$ cat config.mk
export PLATFORM = sky130hd
export DESIGN_NAME = iir_seq_ctrl
export DESIGN_NICKNAME = d
export VERILOG_FILES = /design/src/rtl/iir_seq_pkg.sv /design/src/rtl/iir_coef_bank.sv /design/src/rtl/iir_seq_ctrl.sv
export SDC_FILE = /design/constraint.sdc
export NUM_CORES = 1
export LEC_CHECK = 0
export ABC_AREA = 0
export BUFFER_PORTS_ARGS = -buffer_cell sky130_fd_sc_hd__buf_2
export CAP_MARGIN = 20
export CORE_MARGIN = 2
export CORE_UTILIZATION = 35
export DETAILED_ROUTE_END_ITERATION = 7
export GPL_TIMING_DRIVEN = 0
export HOLD_SLACK_MARGIN = 0.05
export PLACE_DENSITY_LB_ADDON = 0.2
export RECOVER_POWER = 100
export SKIP_CTS_REPAIR_TIMING = 1
export SYNTH_ARGS = -nofsm -noshare
export SYNTH_HDL_FRONTEND = slang
export SYNTH_HIERARCHICAL = 1
export SYNTH_SLANG_ARGS = --single-unit
export TNS_END_PERCENT = 1
$ cat constraint.sdc
create_clock -name clk -period 2.3 [get_ports clk]
set_input_delay 0.345 -clock clk [delete_from_list [all_inputs] [get_ports clk]]
set_output_delay 0.345 -clock clk [all_outputs]
set_load 0.01 [all_outputs]
$ cat src/rtl/iir_seq_pkg.sv
// Shared types and constants for the IIR filter sequencer.
package iir_seq_pkg;
  localparam int CW    = 16;  // coefficient width
  localparam int SW    = 8;   // sample width
  localparam int NCOEF = 5;

  localparam logic [2:0] ADDR_A1 = 3'd0;
  localparam logic [2:0] ADDR_A2 = 3'd1;
  localparam logic [2:0] ADDR_B0 = 3'd2;
  localparam logic [2:0] ADDR_B1 = 3'd3;
  localparam logic [2:0] ADDR_B2 = 3'd4;

  typedef enum logic [1:0] {IDLE, LOAD, WAIT, PROC} state_e;

  typedef struct packed {
    logic          we;
    logic [2:0]    addr;
    logic [CW-1:0] data;
  } cfg_wr_t;
endpackage

$ cat src/rtl/iir_coef_bank.sv
// Five-entry coefficient register file; the read port sees a same-cycle
// write to the addressed entry so a load can start on the write cycle.
module iir_coef_bank
  import iir_seq_pkg::*;
(
  input  logic          clk,
  input  logic          reset,
  input  cfg_wr_t       wr_i,
  input  logic [2:0]    raddr_i,
  output logic [CW-1:0] rdata_o
);
  logic [CW-1:0] bank_q [NCOEF];

  // Coefficient storage; addresses beyond the bank match no entry.
  always_ff @(posedge clk or posedge reset) begin
    if (reset) begin
      for (int i = 0; i < NCOEF; i++) bank_q[i] <= '0;
    end else begin
      for (int i = 0; i < NCOEF; i++)
        if (wr_i.we && wr_i.addr == 3'(i)) bank_q[i] <= wr_i.data;
    end
  end

  // Read mux with write-first bypass.
  always_comb begin
    rdata_o = '0;
    for (int i = 0; i < NCOEF; i++)
      if (raddr_i == 3'(i)) rdata_o = bank_q[i];
    if (wr_i.we && wr_i.addr == raddr_i && raddr_i < 3'(NCOEF)) rdata_o = wr_i.data;
  end
endmodule

$ cat src/rtl/iir_seq_ctrl.sv
// Sequencer for one IIR filter: replays the coefficient bank into the
// filter's params load, feeds one sample at a time, captures the result at
// a fixed latency and reports done/timeout status.
module iir_seq_ctrl
  import iir_seq_pkg::*;
#(
  parameter int DOUT_LAT = 10,
  parameter int TIMEOUT  = 64,
  parameter int TW       = 7
) (
  input  logic          clk,
  input  logic          reset,
  input  logic          cfg_we,
  input  logic [2:0]    cfg_addr,
  input  logic [CW-1:0] cfg_wdata,
  input  logic          cmd_load,
  input  logic          s_valid,
  input  logic [SW-1:0] s_data,
  output logic          s_ready,
  output logic          m_valid,
  output logic [SW-1:0] m_data,
  output logic          iir_start,
  output logic [CW-1:0] params,
  output logic          start,
  output logic [SW-1:0] din,
  input  logic          ready,
  input  logic [SW-1:0] dout,
  input  logic          iir_done,
  output logic          busy,
  output logic          done_sticky,
  output logic          err_timeout
);
  localparam int LW = $clog2(DOUT_LAT + 1);

  state_e        state_q, state_d;
  logic [2:0]    idx_q, idx_d;
  logic [TW-1:0] tmo_q, tmo_d;
  logic [LW-1:0] lat_q, lat_d;
  logic          done_q, done_d, err_q, err_d, mv_q, mv_d;
  logic [SW-1:0] md_q, md_d;
  logic [2:0]    raddr;
  logic [CW-1:0] rdata;
  cfg_wr_t       wr;

  // Host writes only land while the sequencer is idle.
  assign wr.we   = cfg_we && (state_q == IDLE);
  assign wr.addr = cfg_addr;
  assign wr.data = cfg_wdata;

  iir_coef_bank u_bank (
    .clk     (clk),
    .reset   (reset),
    .wr_i    (wr),
    .raddr_i (raddr),
    .rdata_o (rdata)
  );

  // State and datapath registers.
  always_ff @(posedge clk or posedge reset) begin
    if (reset) begin
      state_q <= IDLE;
      idx_q   <= '0;
      tmo_q   <= '0;
      lat_q   <= '0;
      done_q  <= 1'b0;
      err_q   <= 1'b0;
      mv_q    <= 1'b0;
      md_q    <= '0;
    end else begin
      state_q <= state_d;
      idx_q   <= idx_d;
      tmo_q   <= tmo_d;
      lat_q   <= lat_d;
      done_q  <= done_d;
      err_q   <= err_d;
      mv_q    <= mv_d;
      md_q    <= md_d;
    end
  end

  // Next-state and filter-side handshake; timeout counter clears outside WAIT.
  always_comb begin
    state_d   = state_q;
    idx_d     = idx_q;
    tmo_d     = '0;
    lat_d     = lat_q;
    done_d    = done_q;
    err_d     = err_q;
    mv_d      = 1'b0;
    md_d      = md_q;
    raddr     = ADDR_A1;
    iir_start = 1'b0;
    start     = 1'b0;
    din       = '0;
    s_ready   = 1'b0;
    unique case (state_q)
      IDLE: begin
        if (cmd_load) begin
          iir_start = 1'b1;
          done_d    = 1'b0;
          err_d     = 1'b0;
          idx_d     = ADDR_A2;
          state_d   = LOAD;
        end
      end
      LOAD: begin
        raddr = idx_q;
        if (idx_q == ADDR_B2) state_d = WAIT;
        else                  idx_d   = idx_q + 3'd1;
      end
      WAIT: begin
        s_ready = ready;
        if (ready) begin
          if (s_valid) begin
            start   = 1'b1;
            din     = s_data;
            lat_d   = LW'(1);
            state_d = PROC;
          end
        end else if (tmo_q == TW'(TIMEOUT - 1)) begin
          err_d   = 1'b1;
          state_d = IDLE;
        end else begin
          tmo_d = tmo_q + TW'(1);
        end
      end
      PROC: begin
        // ready is stale right after start, so only the latency count matters.
        if (lat_q == LW'(DOUT_LAT)) begin
          md_d    = dout;
          mv_d    = 1'b1;
          state_d = WAIT;
        end else begin
          lat_d = lat_q + LW'(1);
        end
      end
      default: state_d = IDLE;
    endcase
    // A done pulse wins over a same-cycle clear.
    if (iir_done) done_d = 1'b1;
  end

  assign params      = rdata;
  assign m_valid     = mv_q;
  assign m_data      = md_q;
  assign busy        = (state_q != IDLE);
  assign done_sticky = done_q;
  assign err_timeout = err_q;
endmodule

# == Word-level counts from Yosys, hierarchy flattened ==
# Index checks and enable logic that the tools add are counted.
# totals
register_bits,107
in_bits,42
out_inout_bits,39
wordCells,107
# classes
add_sub_neg,3
order_cmp,1
n_eq_ne,26
muxes,41
n_reduce_logical,23
# op_table
cell,n
16-bit 2-to-1 mux,6
8-bit 2-to-1 mux,3
7-bit 2-to-1 mux,3
2-bit != test (second input constant),9
1-bit 2-to-1 mux,13
3-bit by 2-bit equality test with 1-bit output (second input constant),4
2-bit 2-to-1 mux,6
4-bit 2-to-1 mux,3
2-bit nonzero test,6
3-bit equality test (second input constant),3
3-bit 2-to-1 mux,3
1-bit logical AND,8
2-bit case mux with 4 select lines,1
4-bit case mux with 2 select lines,1
4-bit AND reduction,2
7-bit by 1-bit adder with 7-bit output (second input constant),1
7-bit by 6-bit equality test with 1-bit output (second input constant),1
3-bit by 1-bit equality test with 1-bit output (second input constant),2
3-bit zero test,2
3-bit != test (second input constant),2
3-bit case mux with 2 select lines,1
5-bit AND reduction,1
4-bit by 1-bit adder with 4-bit output (second input constant),1
2-bit equality test (second input constant),2
9 further kinds,10

# == Longest topological paths before layout ==
# logic_depth
word_depth,9
ltp_mapped,9
depth_no_buf,6

# == By module ==
# Netlist, hierarchy kept.
# by_module_without_submodules
module,instances,cells_per_inst,area_per_inst_um2,seq_area_each_um2
iir_coef_bank,1,319,4232.8,2001.9
iir_seq_ctrl,1,130,1373.8,675.6

# == Worst setup path before layout ==
# No wires, ideal clock.
# synth_path
kind,flip-flop to output port
from,register state_q[0]
to,output params[15]
t_arrival_ps,1917
t_required_ps,1955
path_slack_ps,38
stages_incl_launch_ff,8
n_path_buf,1
cell_sequence,dfrtp_1 > buf_2 > nor2_1 > and2_1 > inv_2 > a211oi_4 > o21a_4 > mux2_1
# synth_lines
element,line_no,rtl
from (decl),iir_seq_ctrl.sv:35,"state_e state_q, state_d;"
from (signal assigned),iir_seq_ctrl.sv:70,state_q <= state_d;
to (decl),iir_seq_ctrl.sv:23,"output logic [CW-1:0] params,"

# == Worst setup path in the final report ==
# layout_path
from,register state_q[0]
to,output params[12]
# layout_between
elab_chain_cells,9
elab_cells_between_ends,19
cone_classes,order compare (1); eq/ne (6); mux (7); reduce/logical (5)
# layout_rtl
element,line_no,rtl
2-bit by 1-bit equality test with 1-bit output *,iir_seq_ctrl.sv:96,unique case (state_q)
3-bit 2-to-1 mux *,iir_seq_ctrl.sv:96,
net raddr[2],iir_seq_ctrl.sv:41,logic [2:0] raddr;
3-bit zero test,iir_coef_bank.sv:28,if (raddr_i == 3'(i)) rdata_o = bank_q[i];
16-bit 2-to-1 mux (5 in a row),iir_coef_bank.sv:28,
16-bit 2-to-1 mux *,iir_coef_bank.sv:29,if (wr_i.we && wr_i.addr == raddr_i && raddr_i < 3'(NCOEF)) rdata_o = wr_i.data;
# Mark *: on every way through the listed nets, which the timed path passes. The rest lies on a longest branch.

==> results.toml <==
[floorplanning]
die_h_um = 130.6
die_w_um = 130.6
dieArea_um2 = 17050
start_util_pct = 35.55
core_area_um2 = 15770
fp-row-count = 46
pin_count = 81

[yosys]
avgSynthCellArea_um2 = 12.49
yosys.area_share.simple_pct = 10.80
synthFlopType = "dfrtp_1"
yosys_warnings = 6
synth_seq_area_share_pct = 47.76
syn_nets = 496
netlist_area_um2 = 5607
ys_seq_elements = 107
synth_fa_ha_area_share_pct = 1.116
synthDistinctLibCells = 57
synth.mux.area_fraction_pct = 20.73
synth-edff-count = 0
synth_compound_area_share_pct = 14.04
async_reset_ff_share_pct = 100.0
synth_top_family_by_area = "multiplexers"
yosys.area_share.xor_xnor_pct = 0.6249
synthCells = 449

[timing]
rsz0062_at_grt = "true"
whs_ps = -29.94
setup_viol = 46
worst_slack_ps = -478.8
fin_crit_ps = 2779
min_period_over_period_pct = 120.8
worstMarginPinSlew_ps = 1031
fmax_mhz = 359.9
relSlewSlack_pct = 30.87
slew_violations = 0
timing.final.hold_violations = 11
fin_skew_ps = 9.734

[placed_design]
gp_congestion = 0.7523
post-place-cells = 744
hpwl_um = 9528
io_buffers = 77

[critical_path]
crit_fanout = 10
crit_required_ps = 1960
critical_path_class = "reg -> out"
critPathLaunchType = "register"
r2r_slack_ps = -60
worstPathArrival_ps = 2430
endpoint_kind = "output pin"

[detailed_routing]
wl_um = 14010
antenna_left = 0
drt_iter0_drc = 252
vias = 4049
dr.pass1.iters = 4
wl_per_cell_um = 18.07
route.detailed.drc = 0
via_per_inst = 5.225

[pwr]
power_density_nw_per_um2 = 608.6
cellLeakagePower_nw = 3.331
p_total_w = 0.004157
ir_drop_uv = 307.5

[run_status]
status = "complete, but fails checks"
violations = "hold timing, setup timing"

[final_layout]
fin_nets = 601
drive_above_1_share_pct = 47.94
diodes = 0
finalNonFillerCells = 775
syn2layout_area_growth_pct = 21.83
fillers = 1511

[global_routing]
grtUsageTotal_pct = 17.20
grt_first_pass_wirelength_um = 22110
grt_pass1_vias = 4097
grt_antenna_before_repair = 0
grt_max_degree = 32
grt-ovfl-total = 0

[run]
cap_viol_max_count = 0

[cts]
htreeDepth = 3
cts.sinks = 107
cts_root_buf = "clkbuf_16"
numCtsBuffers = 9
insertion_delay_ps = 360
cts.path.max_buffers = 2
clkTransAtPathRegs_ps = 80
cts_tree = "built"

[min_path]
hold_class = "in -> async"
==> layout by cell type (no fill, tap or decap), types with 3 or more instances in the layout <==
cell | Yosys | routed
a221oi_1 | 6 | 5
buf_4 | 7 | 17
o31ai_2 | 10 | 12
nand3b_1 | 18 | 18
mux2i_1 | 16 | 15
o31ai_1 | 6 | 3
buf_8 | 1 | 3
clkbuf_4 | 0 | 4
clkbuf_16 | 0 | 9
ha_1 | 5 | 5
buf_2 | 8 | 80
nor2_1 | 25 | 24
a21oi_1 | 6 | 6
and3_1 | 9 | 9
and2_4 | 0 | 3
or3_1 | 4 | 4
a221oi_2 | 10 | 11
nand2_1 | 5 | 4
o21ai_1 | 2 | 3
o21ai_0 | 19 | 18
dfrtp_1 | 107 | 106
inv_2 | 3 | 3
nand2b_1 | 3 | 3
mux2_2 | 80 | 80
buf_6 | 8 | 12
o211ai_1 | 17 | 17
mux2_1 | 9 | 8
inv_1 | 12 | 11
nand3_1 | 6 | 6
clkbuf_2 | 0 | 5
==> through the flow <==
stage / TNS, ps / area [µm²] / worst slack [ps] / util, % / hold WS, ps
after detailed placement: -20160 / 6306 / -502.2 / 39.99 / 430.6
after CTS: -27340 / 6614 / -901.4 / 41.94 / 35.93
after global routing: -12480 / 6830 / -533.7 / 43.31 / 12.25
after global placement: -18190 / 6266 / -498.1 / 39.73 / 451.5
final: -8050 / 6830 / -478.8 / 43.31 / -29.94
after floorplan: 0 / 5610 / 38.49 / - / 397.7
==> worst paths after layout <==
check	from	endpoint	cells after the start
max in group asynchronous	reset	u_bank/bank_q[37]	4
min in group clk	iir_done	done_sticky	2
min	reset	m_data[5]	2
max	state_q[0]	params[12]	10
max reg2reg	state_q[0]	u_bank/bank_q[40]	7
min reg2reg	tmo_q[0]	tmo_q[0]	1
==> layer usage <==
metal  GRT usage [%]  vias to the layer above  routed length (µm)
li1                -                     1878                   -
met1           22.71                     2020                6169
met2           27.91                      131                6792
met3           3.013                       20                 722
met4           7.509                        0                 322
met5               0                        -                   0
==> power breakdown <==
part / switching [W] / internal, W / leakage (nW)
clock: 0.000764 / 0.000867 / 0.150
combinational: 0.000271 / 0.000205 / 1.71
sequential: 0.0000741 / 0.00198 / 1.47
total: 0.00111 / 0.00305 / 3.33
==> synth_stat cells, drive strengths merged, types with 3 or more instances <==
| master | n | area (µm²) |
|---|---|---|
| dfrtp | 107 | 2678 |
| mux2 | 89 | 1002 |
| buf | 26 | 205.2 |
| nor2 | 26 | 105.1 |
| o21ai | 21 | 105.1 |
| nand3b | 18 | 135.1 |
| o211ai | 17 | 127.6 |
| a221oi | 16 | 202.7 |
| mux2i | 16 | 160.2 |
| o31ai | 16 | 170.2 |
| inv | 15 | 56.30 |
| and3 | 10 | 67.56 |
| a21oi | 6 | 30.03 |
| nand2 | 6 | 25.03 |
| nand3 | 6 | 30.03 |
| and2 | 5 | 31.28 |
| ha | 5 | 62.56 |
| clkbuf | 4 | 15.01 |
| or3 | 4 | 25.02 |
| nand2b | 3 | 18.77 |
| nor2b | 3 | 18.77 |
| xor2 | 3 | 26.28 |
==> worst max-delay path: stages (launching register included) <==
cell,delay [ps]
dfrtp_2,410
nor2b_4,170
and2_4,210
inv_2,60
buf_8,140
and3_4,180
buf_6,130
buf_8,150
a221oi_2,370
o31ai_4,90
buf_2,160
==> cell families (layout without fill, tap and decap cells) <==
family	Yosys count	after routing
flip-flops	107	107
multiplexers	105	105
AND/OR/NAND/NOR	92	92
AO/OA/AOI/OAI	91	91
buffers and inverters	45	155
adder cells (fa/ha/maj)	5	5
XOR/XNOR	4	4
==> final cells by class <==
cell class,count,area [µm²],share of cell area (%)
multi-input cells,297,2725,39.90
flip-flops and latches,107,2679,39.22
repair buffers,94,515.5,7.547
plain buffers,30,275.3,4.030
well taps,216,270.3,3.957
clock buffers,9,225.2,3.297
clock inverters,7,82.58,1.209
inverters,15,57.56,0.8426
==> flip-flops by register name (all words and copies together), names as in the netlist <==
name and count:
state_q 2, m_data 8, lat_q 4, m_valid 1
done_sticky 1, tmo_q 7, idx_q 3, err_timeout 1
u_bank/bank_q 80
(Power assumes the default switching activity.)
